[src/rtl/rect_filler.sv]
// -----------------------------------------------------------------------------
// rect_filler
//   Framebuffer producer for a 112x112, 3-bit-per-pixel screen. Accepts
//   rectangle-fill commands over a valid/ready handshake. It writes one pixel
//   per cycle, row-major, at address x + y*112. A command tagged cmd_last
//   hands the frame to the downstream flasher. out_cont_signal is held high
//   until next_fin_signal is seen.
//
//   Optional feature macro: RECT_CLIP_EN
//     defined   : rectangles overflowing the screen are clipped; err tied 0
//     undefined : overflowing rectangles are dropped (no writes); err is sticky
//
// Ports
//   Clck             clock, rising edge
//   Reset            asynchronous active-low reset
//   cmd_valid/ready  command handshake
//   cmd_x/y/w/h      rectangle origin and size (7 bits each); w or h of 0 is empty
//   cmd_color        fill colour (3 bits)
//   cmd_last         hand off the frame after this rectangle
//   write_addr/data  framebuffer write port (14-bit address, 3-bit data)
//   write_en         framebuffer write strobe
//   out_cont_signal  frame ready level to the flasher
//   next_fin_signal  flasher finished the frame
//   err              sticky out-of-bounds flag
// -----------------------------------------------------------------------------
module rect_filler (
   input  logic        Clck,
   input  logic        Reset,
   input  logic        cmd_valid,
   output logic        cmd_ready,
   input  logic [6:0]  cmd_x,
   input  logic [6:0]  cmd_y,
   input  logic [6:0]  cmd_w,
   input  logic [6:0]  cmd_h,
   input  logic [2:0]  cmd_color,
   input  logic        cmd_last,
   output logic [13:0] write_addr,
   output logic [2:0]  write_data,
   output logic        write_en,
   output logic        out_cont_signal,
   input  logic        next_fin_signal,
   output logic        err
);

   localparam int SCR_SIZE = 112;
   localparam int ADDR_W   = 14;
   localparam int COLOR_W  = 3;
   localparam int CRD_W    = 7;

   typedef enum logic [1:0] {
      ST_IDLE    = 2'd0,
      ST_FILL    = 2'd1,
      ST_HANDOFF = 2'd2
   } state_e;

   state_e              state_q;
   logic                cmd_ready_q;
   logic                write_en_q;
   logic [ADDR_W-1:0]   write_addr_q;
   logic [COLOR_W-1:0]  write_data_q;
   logic                out_cont_q;
   logic [CRD_W-1:0]    w_q;
   logic [CRD_W-1:0]    h_q;
   logic [CRD_W-1:0]    col_q;
   logic [CRD_W-1:0]    row_q;
   logic                last_q;

   // 8-bit extents so x+w cannot wrap back into range
   logic [CRD_W:0]      sum_x_s;
   logic [CRD_W:0]      sum_y_s;
   logic [CRD_W-1:0]    w_eff_d;
   logic [CRD_W-1:0]    h_eff_d;
   logic                empty_d;
   logic [ADDR_W-1:0]   start_addr_d;
   logic                accept_s;
`ifndef RECT_CLIP_EN
   logic                oob_s;
   logic                err_q;
`endif

   assign accept_s = (state_q == ST_IDLE) && cmd_valid && cmd_ready_q;

   // Effective rectangle size and start address of the incoming command
   always_comb begin
      sum_x_s = {1'b0, cmd_x} + {1'b0, cmd_w};
      sum_y_s = {1'b0, cmd_y} + {1'b0, cmd_h};
`ifdef RECT_CLIP_EN
      if ((cmd_x >= 7'd112) || (cmd_y >= 7'd112)) begin
         w_eff_d = 7'd0;
         h_eff_d = 7'd0;
      end else begin
         w_eff_d = (sum_x_s > 8'd112) ? (7'd112 - cmd_x) : cmd_w;
         h_eff_d = (sum_y_s > 8'd112) ? (7'd112 - cmd_y) : cmd_h;
      end
`else
      oob_s = (sum_x_s > 8'd112) || (sum_y_s > 8'd112);
      if (oob_s) begin
         w_eff_d = 7'd0;
         h_eff_d = 7'd0;
      end else begin
         w_eff_d = cmd_w;
         h_eff_d = cmd_h;
      end
`endif
      empty_d      = (w_eff_d == 7'd0) || (h_eff_d == 7'd0);
      // The only multiply: start address of the rectangle
      start_addr_d = ADDR_W'(cmd_x) + (ADDR_W'(cmd_y) * 14'd112);
   end

   // Control FSM with registered handshake and framebuffer outputs
   always_ff @(posedge Clck or negedge Reset) begin
      if (!Reset) begin
         state_q      <= ST_IDLE;
         cmd_ready_q  <= 1'b0;
         write_en_q   <= 1'b0;
         write_addr_q <= 14'd0;
         write_data_q <= 3'd0;
         out_cont_q   <= 1'b0;
         w_q          <= 7'd0;
         h_q          <= 7'd0;
         col_q        <= 7'd0;
         row_q        <= 7'd0;
         last_q       <= 1'b0;
      end else begin
         case (state_q)
            ST_IDLE: begin
               cmd_ready_q <= 1'b1;
               if (accept_s) begin
                  w_q          <= w_eff_d;
                  h_q          <= h_eff_d;
                  last_q       <= cmd_last;
                  write_data_q <= cmd_color;
                  col_q        <= 7'd0;
                  row_q        <= 7'd0;
                  if (!empty_d) begin
                     state_q      <= ST_FILL;
                     cmd_ready_q  <= 1'b0;
                     write_en_q   <= 1'b1;
                     write_addr_q <= start_addr_d;
                  end else if (cmd_last) begin
                     state_q     <= ST_HANDOFF;
                     cmd_ready_q <= 1'b0;
                     out_cont_q  <= 1'b1;
                  end
               end
            end
            ST_FILL: begin
               if (col_q == (w_q - 7'd1)) begin
                  if (row_q == (h_q - 7'd1)) begin
                     write_en_q <= 1'b0;
                     if (last_q) begin
                        state_q    <= ST_HANDOFF;
                        out_cont_q <= 1'b1;
                     end else begin
                        state_q     <= ST_IDLE;
                        cmd_ready_q <= 1'b1;
                     end
                  end else begin
                     // Row wrap: jump from the row end to the start x of the next row
                     col_q        <= 7'd0;
                     row_q        <= row_q + 7'd1;
                     write_addr_q <= write_addr_q + 14'd112 - ADDR_W'(w_q) + 14'd1;
                  end
               end else begin
                  col_q        <= col_q + 7'd1;
                  write_addr_q <= write_addr_q + 14'd1;
               end
            end
            ST_HANDOFF: begin
               if (next_fin_signal) begin
                  state_q     <= ST_IDLE;
                  out_cont_q  <= 1'b0;
                  cmd_ready_q <= 1'b1;
               end
            end
            default: begin
               state_q     <= ST_IDLE;
               cmd_ready_q <= 1'b0;
               write_en_q  <= 1'b0;
               out_cont_q  <= 1'b0;
            end
         endcase
      end
   end

`ifdef RECT_CLIP_EN
   assign err = 1'b0;
`else
   // Sticky flag: any accepted command that does not fit on screen
   always_ff @(posedge Clck or negedge Reset) begin
      if (!Reset) begin
         err_q <= 1'b0;
      end else if (accept_s && oob_s) begin
         err_q <= 1'b1;
      end
   end
   assign err = err_q;
`endif

   assign cmd_ready       = cmd_ready_q;
   assign write_en        = write_en_q;
   assign write_addr      = write_addr_q;
   assign write_data      = write_data_q;
   assign out_cont_signal = out_cont_q;

endmodule

[config.mk]
export PLATFORM = sky130hd
export DESIGN_NAME = rect_filler
export DESIGN_NICKNAME = d
export VERILOG_FILES = /design/src/rtl/rect_filler.sv
export SDC_FILE = /design/constraint.sdc
export NUM_CORES = 1
export LEC_CHECK = 0
export CELL_PAD_IN_SITES_DETAIL_PLACEMENT = 0
export CELL_PAD_IN_SITES_GLOBAL_PLACEMENT = 2
export CORE_ASPECT_RATIO = 0.8
export CORE_MARGIN = 5
export CORE_UTILIZATION = 39
export CTS_BUF_LIST = sky130_fd_sc_hd__clkbuf_8
export CTS_CLUSTER_DIAMETER = 120
export CTS_CLUSTER_SIZE = 20
export DETAILED_ROUTE_END_ITERATION = 10
export GPL_ROUTABILITY_DRIVEN = 0
export PLACE_DENSITY_LB_ADDON = 0.1
export SLEW_MARGIN = 10
export SYNTH_ARGS = -nofsm -noshare
export SYNTH_HDL_FRONTEND = slang
export SYNTH_SLANG_ARGS = --single-unit
[constraint.sdc]
create_clock -name Clck -period 5.7 [get_ports Clck]
set_input_delay 1.14 -clock Clck [delete_from_list [all_inputs] [get_ports Clck]]
set_output_delay 1.14 -clock Clck [all_outputs]
set_load 0.1 [all_outputs]
==> summary.md, run 1 <==
| Metric | Value |
|---|---|
| Commonest cells post-synth | ha_1, nand2_1, inv_1 |
| Hold Crit Class | reg -> reg |
| Die area | 0.01674 mm^2 |
| Yosys cell types | 75 |
| Via count | 4,892 |
| Post-synth EDFFs | 0 |
| DRT iter0 DRCs | 221 |
| Ys flop type | dfrtp_1 |
| Synth Instances | 653 |
| Internal power | 1561 uW |
| Final Hold Vio Count | 0 |
| Share of layout cells above drive strength 1 | 4.892% |
| Mapped Area | 0.005554 mm^2 |
| Antenna cells | 0 |
| CORE AREA | 0.01410 mm^2 |
| Power density over the cells | 559.3 mW/mm^2 |
| Final setup viols | 0 |
| ANT nets after route | 0 |
| Placed Cells | 871 |
| #FFs+latches synth | 52 |
| Initial antenna violation count | 0 |
| Synth Warn # | 0 |
| Post-synth net total | 759 |
| Die height | 116.7 um |
| Routed wire per std cell | 17.59 um |
| Worst endpoint required time | 5.91 ns |
| Clk sinks | 52 |
| Initial Util | 39.38% |
| Die W | 143.4 um |
| Fin crit share | 79.55% |
| Final Cell Area | 0.006332 mm^2 |
| Part of the power in combinational logic | 73.5% |
| Cts hold-fix bufs | 0 |
| CP Launch Type | input port |
| Max Fclk | 0.2206 GHz |
| CP endpoint kind | flop |
| I/O pins | 57 |
| Setup Skew | 0.01512 ns |
| Placed Instance Area | 0.006246 mm^2 |
| Grt ovf | 0 |
| Drt pass-1 iters | 4 |
| Post-CTS Setup Inserts | 0 |
| Leading area contributor after synthesis | dfrtp_1 |
| Post_cts resized | 0 |
| Clk pwr share | 6.4% |
| Synth-to-layout area growth | 14.01% |
| RSZ-0062 raised after global routing | false |
| GRT Util Overall | 18.87% |
| Vias per inst | 5.565 |
| Layout Nets | 800 |
| Most numerous cell in the Yosys netlist | ha_1 |
| Sw frac | 55.92% |
| Fin cells | 879 |
| Synth top area share | 23.43% |
| Max Slew Vio Count | 0 |
| HPWL Detailed | 12.10 mm |
| Rel. slew slack | 33.63% |
| Max-cap violations | 0 |
| Outcome | completed |
| Maximum VDD drop | 0.0004118 V |
| Register-to-register setup slack | 2.14 ns |
| Setup TNS | 0 ns |
| Drt total wl | 15.46 mm |
| Clock Latency Late Sink | 0.32 ns |
| Inserted Clock Buffers | 5 |
| Fraction of registers with async set or reset after synthesis | 100.0% |
| Worst-path maximum fanout | 13 |
| Buffers added on ports | 56 |
| Clock Pin Slew Worst Setup and Hold Paths | 0.10 ns |
| Max Root-Sink Buffers | 2 |
| Largest net degree at the start of global routing | 53 |
| H-tree lvl count | 2 |
| CTS tree | yes |
| Sequential cell area fraction in the yosys report | 23.43% |
| Critical path type | in -> reg |
| # rows | 39 |
| Slew @ Worst Pin | 0.9925 ns |
| Number of global-route vias before repair | 4,937 |
| Mean Syn Cell Area | 8.505 um^2 |
| Sequential share of power | 20.1% |
| DR DRC count | 0 |
| First-pass GRT wire length | 25.36 mm |
| Leak | 0.002675 uW |
| Sw power | 1981 uW |
| Synth top area cells | dfrtp_1, ha_1, xnor2_1, fa_1, nand2_1 |
| CP Data Arrival Time | 4.74 ns |
| Crit path time final | 4.534 ns |
| Root Driver | clkbuf_8 |
[sequential cells by signal (all words and copies together), names as in the netlist]
register,count
col_q,7
write_en,1
err,1
write_addr,14
h_q,7
last_q,1
cmd_ready,1
write_data,3
state_q,2
w_q,7
row_q,7
out_cont_signal,1
[power by group through the flow]
stage                     registers [uW]  logic, uW  clock network, uW
after floorplan                     1120       1600                  0
after CTS                            713       2630                235
after global placement               714       2570                  0
after detailed placement             717       2620                  0
after global routing                 742       2860                251
final                                711       2600                227
[metal layers]
metal	up-vias	wire [um]	global-route usage, %
met3	12	416	2.579
li1	2426	-	-
met1	2375	7746	26.55
met2	79	7198	31.45
met4	0	102	3.388
met5	-	0	0
[kinds of logic after synthesis]
kind of cell	Yosys count	share of synthesized area [%]
flip-flops	52	23.43
XOR/XNOR	56	9.597
AND/OR/NAND/NOR	201	18.34
adder cells (fa/ha/maj)	70	17.26
multiplexers	16	3.064
buffers and inverters	83	6.150
AO/OA/AOI/OAI	175	22.17
[worst max-delay path, stage by stage]
cell	delay, ns
clkdlybuf4s50_1	0.57
ha_1	0.24
inv_1	0.07
fa_1	0.39
nand2b_1	0.19
a2111oi_0	0.40
a311oi_1	0.13
nor4b_1	0.39
a211oi_1	0.11
a31oi_1	0.18
buf_4	0.22
nand2b_2	0.36
mux2_1	0.36
[per-stage QoR]
step | setup slack, ns | hold slack, ns | utilization (%) | power [uW]
floorplan | 2.023 | 0.4721 | - | 2721
global placement | 1.028 | 0.4901 | 44.29 | 3286
detailed placement | 0.8067 | 0.4983 | 44.29 | 3334
CTS | 1.146 | 0.5280 | 44.90 | 3575
global route | 1.002 | 0.5357 | 44.90 | 3858
finish | 1.166 | 0.5165 | 44.90 | 3542
[worst paths after layout]
kind / start / endpoint / cells after the start
max: cmd_w[0] / write_addr[3] / 13
min: err / err / 1
max reg2reg: w_q[0] / write_addr[3] / 9
min reg2reg: err / err / 1
max in group asynchronous: Reset / write_data[2] / 2
min in group asynchronous: Reset / write_addr[9] / 2
[area by class of cell]
class	instances	area, um^2
timing repair buffer	61	593.1
fill	1408	7770
clock buffer	5	68.82
sequential	52	1301
tap	184	230.2
inverter	56	210.2
clock inverter	3	17.52
multi-input combinational	518	3911
[cell usage in the layout (no fill, tap or decap), drive strengths merged, types with 6 or more instances in the layout]
| master | synthesis | final |
|---|---|---|
| o21ai | 53 | 53 |
| nor3 | 14 | 14 |
| dfrtp | 52 | 52 |
| nand4 | 8 | 8 |
| nand2b | 6 | 6 |
| and3 | 6 | 6 |
| fa | 11 | 11 |
| a21o | 9 | 9 |
| inv | 56 | 58 |
| o211ai | 8 | 8 |
| a21oi | 35 | 35 |
| a211oi | 10 | 10 |
| mux2i | 8 | 8 |
| nor4 | 6 | 6 |
| buf | 14 | 6 |
| or4 | 6 | 6 |
| nand2 | 57 | 57 |
| ha | 59 | 59 |
| clkdlybuf4s50 | 0 | 55 |
| o21a | 7 | 7 |
| a31oi | 6 | 6 |
| or3 | 6 | 6 |
| nor2 | 46 | 46 |
| xor2 | 21 | 21 |
| nor2b | 6 | 6 |
| mux2 | 8 | 8 |
| nand3 | 22 | 22 |
| xnor2 | 32 | 32 |
Note: power is estimated with default switching activity, not from simulation.
==> run 2: changes to the inputs <==
- CORE_UTILIZATION: 39 -> 36
- clock period: 5.7 -> 4.6 ns (I/O delays scaled with it)
==> summary.md, run 2 (synthesis results as in run 1) <==
| Metric | Value |
|---|---|
| Outcome | completed |
| Layout Nets | 803 |
| Fin crit share | 86.24% |
| Max Fclk | 0.2521 GHz |
| Crit path time final | 3.967 ns |
| Final setup viols | 0 |
| CP endpoint kind | flop |
| Initial antenna violation count | 0 |
| Routed wire per std cell | 17.51 um |
| Clk pwr share | 7.7% |
| Setup TNS | 0 ns |
| Critical path cell sequence | clkdlybuf4s50_1 > fa_1 > ha_1 > fa_1 > a21o_1 > a21oi_1 > xnor2_1 > and3_1 > a31o_2 > a21oi_1 > a311oi_1 > o22a_1 |
| Max-cap violations | 0 |
| Cts hold-fix bufs | 0 |
| Sw power | 2482 uW |
| Critical path type | in -> reg |
| Final Hold Vio Count | 0 |
| Initial Util | 36.87% |
| Rel. slew slack | 33.50% |
| Register-to-register setup slack | 1.05 ns |
| Die W | 148.9 um |
| CP Launch Type | input port |
| Setup ws final | 0.6329 ns |
| DP Worst Slack | 0.3017 ns |
| Hold Crit Class | reg -> reg |
| Buffers added on ports | 56 |
| ANT nets after route | 0 |
| Sequential share of power | 19.8% |
| I/O pins | 57 |
| Max Slew Vio Count | 0 |
| Clock Pin Slew Worst Setup and Hold Paths | 0.11 ns |
| DRT iter0 DRCs | 247 |
| Number of global-route vias before repair | 4,864 |
| Via count | 4,869 |
| GRT Util Overall | 18.26% |
| Die height | 121.1 um |
| CTS tree | yes |
| Leading cell type in the layout, fill and taps excluded | ha_1 |
| WP buf/inv | 1 |
| Grt ovf | 0 |
| Share of layout cells above drive strength 1 | 5.444% |
| CP Data Arrival Time | 4.23 ns |
| Part of the power in combinational logic | 72.6% |
| Slowest-stage cell, CP | clkdlybuf4s50_1 |
| Max Root-Sink Buffers | 2 |
| H-tree lvl count | 2 |
| Maximum VDD drop | 0.0005683 V |
| Root Driver | clkbuf_8 |
| Placed Instance Area | 0.006301 mm^2 |
| Final Cell Area | 0.006419 mm^2 |
| Worst path max stage delay | 0.62 ns |
| PnR Total Power | 4485 uW |
| Worst endpoint required time | 4.87 ns |
| Hold Crit Depth | 1 |
| Max reg flops | 14 |
| Synth-to-layout area growth | 15.57% |
| Post-CTS Setup Inserts | 0 |
| Worst-path maximum fanout | 4 |
| Fin cells | 909 |
| Largest net degree at the start of global routing | 29 |
| Inserted Clock Buffers | 5 |
| Sw frac | 55.34% |
| Slew @ Worst Pin | 0.9943 ns |
| CP delay by family, top | compound AO/OA/AOI/OAI gates |
| Clk sinks | 52 |
| Clock Latency Late Sink | 0.32 ns |
| Vias per inst | 5.356 |
| Post_cts resized | 0 |
| Critical path depth | 12 |
| Placed Cells | 900 |
| RSZ-0062 raised after global routing | false |
| CORE AREA | 0.01506 mm^2 |
| Die area | 0.01803 mm^2 |
| Power density over the cells | 698.8 mW/mm^2 |
| DR DRC count | 0 |
| # rows | 40 |
| Drt total wl | 15.92 mm |
| HPWL Detailed | 12.57 mm |
| Most frequent cells in the layout | ha_1, nand2_1, inv_1, clkdlybuf4s50_1, dfrtp_1 |
| Internal power | 2003 uW |
| First-pass GRT wire length | 26.53 mm |
| Drt pass-1 iters | 5 |
| R2R depth | 10 |
| Setup Skew | 0.007223 ns |
| Leak | 0.002700 uW |
run 2: changes by cell type in the layout (fill, tap and decap cells not counted), sizes merged:
cell    before  now
inv         58   57
buf          6    9
diode        0    1
bufinv       0    1
run 2: layout make-up:
cell class / count / area, um^2
fill: 1495 / 8646
multi-input combinational: 518 / 3911
timing repair buffer: 64 / 615.6
antenna: 1 / 2.502
sequential: 52 / 1301
clock buffer: 5 / 68.82
inverter: 56 / 210.2
tap: 210 / 262.8
clock inverter: 3 / 46.29
run 2: metrics by stage:
stage | utilization, % | hold WS (ns)
5_1_grt | 42.59 | 0.5385
4_1_cts | 42.59 | 0.5141
3_3_place_gp | 41.83 | 0.4865
3_5_place_dp | 41.83 | 0.4840
2_1_floorplan | - | 0.4721
6_report | 42.61 | 0.5173
run 2: per-layer routing:
metal | up-vias | global-route usage, % | wire length [um]
met2 | 82 | 28.30 | 7183
met1 | 2342 | 27.73 | 8144
li1 | 2438 | - | -
met3 | 7 | 2.240 | 469
met5 | - | 0 | 0
met4 | 0 | 2.687 | 118
run 2: final timing paths:
kind,endpoint,startpoint
setup / recovery,write_addr[13],cmd_y[2]
hold / removal,err,err
setup reg to reg,write_addr[12],w_q[0]
hold reg to reg,err,err
max in group asynchronous,h_q[2],Reset
min in group asynchronous,write_addr[4],Reset
run 2: power by group through the flow:
stage | combinational [uW] | sequential (uW) | clock (uW)
detailed placement | 3260 | 898 | 0
finish | 3260 | 886 | 344
CTS | 3270 | 890 | 361
floorplan | 1980 | 1390 | 0
global placement | 3230 | 890 | 0
global route | 3600 | 926 | 379
run 2: worst reg2reg max path: stages, from the launching register on:
cell,delay (ns)
dfrtp_1,0.57
inv_1,0.13
ha_1,0.30
nor3b_1,0.19
or4b_4,0.55
a31oi_2,0.26
o21a_4,0.36
a41oi_4,0.36
nand2b_2,0.32
buf_4,0.23
mux2i_1,0.19
==> run 3: changes to the inputs <==
- CORE_ASPECT_RATIO: 0.8 -> 0.6
- SKIP_CTS_REPAIR_TIMING: default -> 1
==> summary.md, run 3 (synthesis results as in run 1) <==
| Metric | Value |
|---|---|
| Vias per inst | 5.477 |
| Layout Nets | 803 |
| Clock Latency Late Sink | 0.33 ns |
| DRT iter0 DRCs | 314 |
| Largest net degree at the start of global routing | 37 |
| Grt ovf | 0 |
| Fin cells | 901 |
| Final Hold Vio Count | 0 |
| I/O pins | 57 |
| Die W | 170.4 um |
| Initial Util | 36.44% |
| Antenna cells | 0 |
| Hold Crit Class | reg -> reg |
| Clk sinks | 52 |
| Final setup viols | 0 |
| Routed wire per std cell | 17.90 um |
| Worst endpoint required time | 4.84 ns |
| Post-layout util | 41.92% |
| First-pass GRT wire length | 26.18 mm |
| Crit path time final | 4.089 ns |
| DR DRC count | 0 |
| Via count | 4,935 |
| Number of global-route vias before repair | 4,804 |
| Max Root-Sink Buffers | 2 |
| Die height | 106.2 um |
| Synth-to-layout area growth | 15.03% |
| Leading cell type in the layout, fill and taps excluded | ha_1 |
| Drt total wl | 16.13 mm |
| Outcome | completed |
| Power density over the cells | 699.0 mW/mm^2 |
| Max Fclk | 0.2446 GHz |
| Critical path type | in -> reg |
| Drt pass-1 iters | 5 |
| Setup Skew | 0.01877 ns |
| CP endpoint kind | flop |
| ANT nets after route | 0 |
| CP Launch Type | input port |
| Setup TNS | 0 ns |
| Root Driver | clkbuf_8 |
| GRT Util Overall | 17.97% |
| Clock Pin Slew Worst Setup and Hold Paths | 0.12 ns |
| Share of layout cells above drive strength 1 | 5.444% |
| Most frequent cells in the layout | ha_1, nand2_1, inv_1, clkdlybuf4s50_1, dfrtp_1 |
| CTS tree | yes |
| Maximum VDD drop | 0.0005635 V |
| Worst Hold Slack | 0.4878 ns |
| HPWL Detailed | 12.93 mm |
| CORE AREA | 0.01524 mm^2 |
| CP Data Arrival Time | 4.33 ns |
| Initial antenna violation count | 0 |
| Die area | 0.01809 mm^2 |
| Worst-path maximum fanout | 8 |
| Max reg flops | 14 |
| Leak | 0.002685 uW |
| Placed Cells | 893 |
| RSZ-0062 raised after global routing | false |
| Max Slew Vio Count | 0 |
| Max-cap violations | 0 |
| H-tree lvl count | 2 |
| Buffers added on ports | 56 |
| # rows | 35 |
| Inserted Clock Buffers | 5 |
| Rel. slew slack | 34.37% |
| Slew @ Worst Pin | 0.9813 ns |
| PnR Total Power | 4466 uW |
| Fin crit share | 88.88% |
-- run 3: changes by cell type in the layout (fill, tap and decap cells not counted) --
| cell | change |
|---|---|
| bufinv_16 | -1 |
| diode_2 | -1 |
| clkinvlp_4 | +1 |
| clkinv_2 | -1 |
| clkinv_4 | +1 |
-- run 3: cell type report --
class | count | area [um^2]
Clock buffer | 5 | 68.82
Sequential cell | 52 | 1301
Timing Repair Buffer | 64 | 615.6
Tap cell | 203 | 254.0
Clock inverter | 3 | 27.53
Inverter | 56 | 210.2
Multi-Input combinational cell | 518 | 3911
Fill cell | 1539 | 8851
-- run 3: routing by layer --
metal	global-route usage (%)	wire length, um	vias to the layer above
li1	-	-	2427
met1	29.22	8871	2359
met2	25.37	6369	143
met3	2.267	740	6
met4	2.678	148	0
met5	0	0	-
-- run 3: power breakdown --
part	internal [uW]	leakage (uW)	switching, uW
Combinational	1220	0.00197	2070
Clock	113	0.0000463	186
Sequential	616	0.000669	262
Total	1950	0.00269	2510
-- run 3: critical path: stages --
cell and delay, ns:
clkdlybuf4s50_1 0.54, ha_1 0.21, inv_1 0.06, fa_1 0.40, nand2b_1 0.19, a2111oi_0 0.43
a311oi_1 0.12, nor4b_1 0.33, a211oi_1 0.11, a31oi_1 0.31, nand2b_2 0.28, buf_4 0.21
mux2i_1 0.20
-- run 3: worst paths after layout --
check / depth (start not counted) / endpoint / slack [ns] / start
worst max register to register: 10 / write_addr[12] / 1.13 / w_q[0]
worst min-delay path: 1 / err / 0.49 / err
min in group asynchronous: 1 / write_addr[11] / 0.65 / Reset
worst min register to register: 1 / err / 0.49 / err
max in group asynchronous: 2 / state_q[0] / 3.11 / Reset
worst max-delay path: 13 / write_addr[12] / 0.51 / cmd_w[0]
-- run 3: stage by stage --
step	setup slack, ns	area (um^2)
global placement	0.2869	6292
global route	0.2509	6389
detailed placement	0.1777	6292
CTS	0.5145	6389
finish	0.5113	6389
floorplan	1.143	5554
